`config.mk`:
```
export PLATFORM = sky130hd
export DESIGN_NAME = cam_capture_ctrl
export DESIGN_NICKNAME = d
export VERILOG_FILES = /design/src/rtl/cam_pkg.sv /design/src/rtl/cam_sync_edge.sv /design/src/rtl/cam_capture_ctrl.sv
export SDC_FILE = /design/constraint.sdc
export NUM_CORES = 1
export LEC_CHECK = 0
export BUFFER_PORTS_ARGS = -buffer_cell sky130_fd_sc_hd__buf_2
export CELL_PAD_IN_SITES_DETAIL_PLACEMENT = 0
export CELL_PAD_IN_SITES_GLOBAL_PLACEMENT = 1
export CORE_ASPECT_RATIO = 0.9
export CORE_MARGIN = 2
export CORE_UTILIZATION = 37
export DETAILED_ROUTE_END_ITERATION = 8
export HOLD_SLACK_MARGIN = 0.05
export PLACE_DENSITY_LB_ADDON = 0.2
export SLEW_MARGIN = 15
export SYNTH_ARGS = -nofsm -noshare
export SYNTH_HDL_FRONTEND = slang
export SYNTH_SLANG_ARGS = --single-unit
```
`constraint.sdc`:
```
create_clock -name Pclk -period 2.05 [get_ports Pclk]
set_clock_uncertainty 0.2 [all_clocks]
set_input_delay 0.1025 -clock Pclk [delete_from_list [all_inputs] [get_ports Pclk]]
set_output_delay 0.1025 -clock Pclk [all_outputs]
set_load 0.05 [all_outputs]
```
`src/rtl/cam_pkg.sv`:
```
// Shared types and default geometry for the camera frame-capture sequencer.
package cam_pkg;

    typedef enum logic [2:0] {
        StIdle,
        StWaitBlank,
        StWaitFrame,
        StCapture,
        StDone
    } cam_state_e;

    localparam int unsigned H_PIX_DEF   = 160;
    localparam int unsigned V_LINES_DEF = 120;
    localparam int unsigned ADDR_W_DEF  = 15;
    localparam int unsigned FRAME_PIX   = H_PIX_DEF * V_LINES_DEF;

    function automatic int unsigned frame_pix(input int unsigned h, input int unsigned v);
        return h * v;
    endfunction

endpackage

```
`src/rtl/cam_sync_edge.sv`:
```
// Registers one camera control bit and flags its rising and falling edges.
module cam_sync_edge (
    input  logic clk_i,
    input  logic rst_i,
    input  logic d_i,
    output logic level_o,
    output logic rise_o,
    output logic fall_o
);

    logic level_q;
    logic prev_q;

    always_ff @(posedge clk_i) begin
        if (rst_i) begin
            level_q <= 1'b0;
            prev_q  <= 1'b0;
        end else begin
            level_q <= d_i;
            prev_q  <= level_q;
        end
    end

    assign level_o = level_q;
    assign rise_o  = level_q & ~prev_q;
    assign fall_o  = ~level_q & prev_q;

endmodule

```
`src/rtl/cam_capture_ctrl.sv`:
```
// Frame-capture sequencer: arms on start, aligns to Vsync, gates packer writes into the buffer.
// Build option CAM_LINE_CHECK_EN adds a sticky err_line output for per-line pixel count checks.
module cam_capture_ctrl
    import cam_pkg::*;
#(
    parameter int unsigned H_PIX   = H_PIX_DEF,
    parameter int unsigned V_LINES = V_LINES_DEF,
    parameter int unsigned ADDR_W  = ADDR_W_DEF
) (
    input  logic              Pclk,
    input  logic              rst,
    input  logic              Vsync,
    input  logic              Href,
    input  logic              start,
    input  logic              continuous,
    input  logic              stop,
    input  logic              pix_wr,
    output logic              pix_en,
    output logic              mem_we,
    output logic [ADDR_W-1:0] mem_addr,
    output logic              busy,
    output logic              done,
    output logic              err_ovf,
    output logic              err_short,
`ifdef CAM_LINE_CHECK_EN
    output logic              err_line,
`endif
    output logic [7:0]        line_cnt
);

    localparam int unsigned FramePix = frame_pix(H_PIX, V_LINES);
    localparam int unsigned CntW     = ADDR_W + 1;

    cam_state_e        state_q;
    logic [ADDR_W-1:0] addr_q;
    logic [7:0]        line_cnt_q;
    logic              pix_en_q, mem_we_q, done_q, err_ovf_q, err_short_q;

    logic vs_level, vs_rise, vs_fall;
    logic href_level, href_rise, href_fall;

    cam_sync_edge u_vsync (
        .clk_i   (Pclk),
        .rst_i   (rst),
        .d_i     (Vsync),
        .level_o (vs_level),
        .rise_o  (vs_rise),
        .fall_o  (vs_fall)
    );

    cam_sync_edge u_href (
        .clk_i   (Pclk),
        .rst_i   (rst),
        .d_i     (Href),
        .level_o (href_level),
        .rise_o  (href_rise),
        .fall_o  (href_fall)
    );

    // Pixels accepted so far, including a write whose address bump is still pending.
    logic [CntW-1:0] pix_cnt;
    logic            frame_full;
    assign pix_cnt    = {1'b0, addr_q} + CntW'(mem_we_q);
    assign frame_full = pix_cnt >= CntW'(FramePix);

    always_ff @(posedge Pclk) begin
        if (rst) begin
            state_q     <= StIdle;
            addr_q      <= '0;
            line_cnt_q  <= '0;
            pix_en_q    <= 1'b0;
            mem_we_q    <= 1'b0;
            done_q      <= 1'b0;
            err_ovf_q   <= 1'b0;
            err_short_q <= 1'b0;
        end else begin
            mem_we_q <= 1'b0;
            done_q   <= 1'b0;
            if (mem_we_q) begin
                addr_q <= addr_q + ADDR_W'(1);
            end
            if (stop) begin
                state_q  <= StIdle;
                pix_en_q <= 1'b0;
            end else begin
                unique case (state_q)
                    StIdle: begin
                        if (start) begin
                            state_q     <= StWaitBlank;
                            addr_q      <= '0;
                            line_cnt_q  <= '0;
                            err_ovf_q   <= 1'b0;
                            err_short_q <= 1'b0;
                        end
                    end
                    StWaitBlank: begin
                        if (vs_level) begin
                            state_q <= StWaitFrame;
                        end
                    end
                    StWaitFrame: begin
                        if (vs_fall) begin
                            state_q  <= StCapture;
                            pix_en_q <= 1'b1;
                        end
                    end
                    StCapture: begin
                        if (vs_rise) begin
                            state_q  <= StDone;
                            pix_en_q <= 1'b0;
                            done_q   <= 1'b1;
                            if (!frame_full) begin
                                err_short_q <= 1'b1;
                            end
                        end else begin
                            if (pix_wr) begin
                                if (frame_full) begin
                                    err_ovf_q <= 1'b1;
                                end else begin
                                    mem_we_q <= 1'b1;
                                end
                            end
                            if (href_fall && (line_cnt_q < 8'(V_LINES))) begin
                                line_cnt_q <= line_cnt_q + 8'd1;
                            end
                        end
                    end
                    StDone: begin
                        if (continuous) begin
                            state_q    <= StWaitFrame;
                            addr_q     <= '0;
                            line_cnt_q <= '0;
                        end else begin
                            state_q <= StIdle;
                        end
                    end
                    default: state_q <= StIdle;
                endcase
            end
        end
    end

`ifdef CAM_LINE_CHECK_EN
    // pix_wr is delayed one cycle so it lines up with the registered Href edges.
    logic        pix_wr_q;
    logic [15:0] line_pix_q;
    logic        err_line_q;

    always_ff @(posedge Pclk) begin
        if (rst) begin
            pix_wr_q   <= 1'b0;
            line_pix_q <= '0;
            err_line_q <= 1'b0;
        end else begin
            pix_wr_q <= pix_wr;
            if (href_rise) begin
                line_pix_q <= 16'(pix_wr_q);
            end else if (pix_wr_q && href_level) begin
                line_pix_q <= line_pix_q + 16'd1;
            end
            if (state_q == StIdle && start && !stop) begin
                err_line_q <= 1'b0;
            end else if (state_q == StCapture && href_fall && line_pix_q != 16'(H_PIX)) begin
                err_line_q <= 1'b1;
            end
        end
    end

    assign err_line = err_line_q;
`else
    logic unused_href;
    assign unused_href = href_level ^ href_rise;
`endif

    assign pix_en    = pix_en_q;
    assign mem_we    = mem_we_q;
    assign mem_addr  = addr_q;
    assign busy      = (state_q != StIdle);
    assign done      = done_q;
    assign err_ovf   = err_ovf_q;
    assign err_short = err_short_q;
    assign line_cnt  = line_cnt_q;

endmodule
```
==> summary.md <==
| Metric | Value |
|---|---|
| CTS buffer count | `5` |
| PwrDens | `532 nW/um2` |
| CTS Sinks | `35` |
| Clock root cell | `clkbuf_8` |
| Netlist cell types | `47` |
| Crit-path cells | `ha_4 > ha_4 > inv_4 > nor4_4 > mux2_4 > o2bb2ai_4 > a211oi_2 > nor2_1` |
| # IOs | `37` |
| Worst EP arrival | `2010 ps` |
| Htree depth | `2` |
| Status | `finished, final reports clean` |
| Clock Tree Buf Depth | `2` |
| First DRT Iteration DRCs | `77` |
| Mean Syn Cell Area | `8.70 um2` |
| Adder-Cell Fraction of Synth Area | `2.68%` |
| Total GRT Usage | `16.5%` |
| Post-synth top cells | `dfxtp_1, nor2_1, nand2_1` |
| Largest register FFs | `15` |
| Top cells by area, synth | `dfxtp_1, nor2_1, xnor2_1` |
| Initial antenna violation count | `0` |
| Max VDD drop | `0.393 mV` |
| Xor and xnor area share after synthesis | `8.43%` |
| Top cell type's share of synthesized area | `37.5%` |
| Post-Route WL | `4420 um` |
| Cells after synthesis | `215` |
| CP Class | `reg -> reg` |
| Starting Density | `38.5%` |
| Worst reg2reg path endpoint | `err_ovf$_SDFFE_PP0P_` |
| Clk slew on worst S/H paths | `70 ps` |
| Row count | `24` |
| Maximum capacitance violations | `0` |
| Routed len/inst | `13.1 um` |
| TNS Setup | `0 ps` |
| Synth Net Count | `227` |
| Final setup fails | `0` |
| Worst path required time | `2030 ps` |
| # diodes | `0` |
| Leakage | `0.00101 uW` |
| Syn Std Cell Area | `1870 um2` |
| Global route overflow | `0` |
| FILL cells | `491` |
| Hold Path End | `state_q[0]$_SDFFE_PP0P_` |
| Tmin final | `2040 ps` |
| CP max FO | `5` |
| Die H | `71.5 um` |
| Synth Area in Simple Gates | `32.8%` |
| Final nets | `284` |
| Top cell type by total area after synthesis | `dfxtp_1` |
| Mux contribution to synthesized area | `1.87%` |
| Die width | `79.0 um` |
| Sequential fraction of the synthesis area | `37.5%` |
| Vias in the first global route | `1525` |
| Number of synthesized register bits | `35` |
| TritonCTS clock tree | `yes` |
| Worst r2r src | `mem_we$_SDFF_PP0_` |
| Synth Area in Compound Gates | `12.6%` |
| Placer Congestion | `0.787` |
| Ys flop type | `dfxtp_1` |
| Core area | `4860 um2` |
| Hold path cells | `5` |
| Most common cell in the netlist | `dfxtp_1` |
| DP Worst Slack | `42.9 ps` |
| EDFF count, synth | `0` |
| Routed vias | `1706` |
| Layout cell share with drive strength beyond 1 | `33.0%` |
| Worst setup startpoint | `mem_we$_SDFF_PP0_` |
| CP dominant cell by count | `ha_4` |
| Drt pass-1 iters | `4` |
| Port Buffers | `36` |
| Largest stage delay on the critical path | `380 ps` |
| Drt via density | `5.05` |
| RSZ-0062 raised after global routing | `yes` |
| Slew @ Worst Pin | `448 ps` |
| Largest family of logic cells by synthesized area | `simple AND/OR/NAND/NOR gates` |
| Clock latency on the worst-skew pair | `280 ps` |
| Syn-to-layout area delta | `31.6%` |
| Final ANT Viol Nets | `0` |
| Worst Slack Setup Final | `12.3 ps` |
| Tightest Hold Check Type | `in -> reg` |
| CP endpoint kind | `flop` |
| Hold Startpoint | `start` |
| First-pass GRT wire length | `7330 um` |
| Peak Freq | `491 MHz` |
| Post-DP HPWL | `3180 um` |
| Crit share post-route | `99.4%` |
| CP Launch Type | `flop` |
| Worst rel slew slack | `70.1%` |
| Worst reg2reg setup slack | `10 ps` |
| Slew Viols, Final | `0` |
| Asr flop ratio synth | `0%` |
| Post-route DRC | `0` |
| Warnings, synthesis | `0` |
| Crit path max-delay cell type | `dfxtp_4` |
| FF-to-FF path depth | `8` |
| Largest net degree at the start of global routing | `16` |
| Die area | `5640 um2` |
| Count of final hold-check violations | `0` |
## critical path: cells and delay by family, from the launching register on
kind	cells	cell delay (ps)
muxes	1	350
and+or+nand+nor	2	350
DFF	1	380
AOI/OAI and AO/OA	2	310
buffers and inverters	1	40
adders and majority gates	2	290
## stage by stage
step | hold slack (ps) | power (uW) | instances | cell area (um2) | util, %
floorplan | 30.7 | 768 | 215 | 1930 | -
global placement | 117 | 801 | 319 | 2230 | 45.8
detailed placement | 118 | 801 | 319 | 2230 | 45.8
CTS | 142 | 1340 | 335 | 2400 | 49.3
global route | 213 | 1380 | 338 | 2460 | 50.6
finish | 144 | 1310 | 338 | 2460 | 50.6
## final cells by class
type                    instances  area, um2  share of cell area, %
repair buffers                 59        373                   15.1
multi-input cells             162       1140                   46.4
clock buffers                   7       86.3                   3.51
clock inverters                 1       5.00                  0.203
well taps                      65       81.3                   3.30
inverters                       9       36.3                   1.47
flip-flops and latches         35        738                   30.0
## cells by family after synthesis
group,Yosys count
compound gates,35
xor+xnor,18
fa+ha+maj,4
buf+inv,18
flops,35
mux,3
simple gates,102
## routing by layer
layer | vias to the layer above | track usage (%) | wire, um
met4 | 0 | 4.79 | 43
met1 | 783 | 25.0 | 2310
met3 | 7 | 3.78 | 232
met2 | 40 | 23.4 | 1840
li1 | 876 | - | -
met5 | - | 0 | 0
## report_power, final
group,internal [uW],switching [uW]
Sequential,677,9.81
Combinational,45.3,64.0
Clock,271,244
Total,994,317
## placed cells by master (no fill, tap or decap), drive strengths merged, types with 2 or more instances in the layout
master and n:
nor2 33, dfxtp 35, a211oi 4, ha 4
nand3b 2, dlygate4sd3 8, a21oi 9, mux2i 2
nor4 12, nor3 9, or2 2, nor2b 5
a31oi 4, or3 3, nand3 6, nand4 5
inv 9, and4 2, buf 51, nand2 14
o21ai 8, nand2b 4, clkbuf 7, xnor2 12
xor2 6
## how the worst max path moves through the flow
stage                             endpoint  slack (ps)  depth (start not counted)
global placement    err_short$_SDFFE_PP0P_          80                          7
global route          err_ovf$_SDFFE_PP0P_         -90                          8
finish                err_ovf$_SDFFE_PP0P_          10                          8
floorplan           err_short$_SDFFE_PP0P_           3                          6
detailed placement  err_short$_SDFFE_PP0P_          40                          7
CTS                 err_short$_SDFFE_PP0P_          30                          7
## what timing repair did
item                                   4_1_cts  5_1_grt
hold buffers                                 8        0
resized for setup                            0        8
endpoints found under the hold margin       10        0
setup buffers                                0        3
setup endpoints to repair                    0        4
No activity file was read; power rests on OpenSTA's default activity.
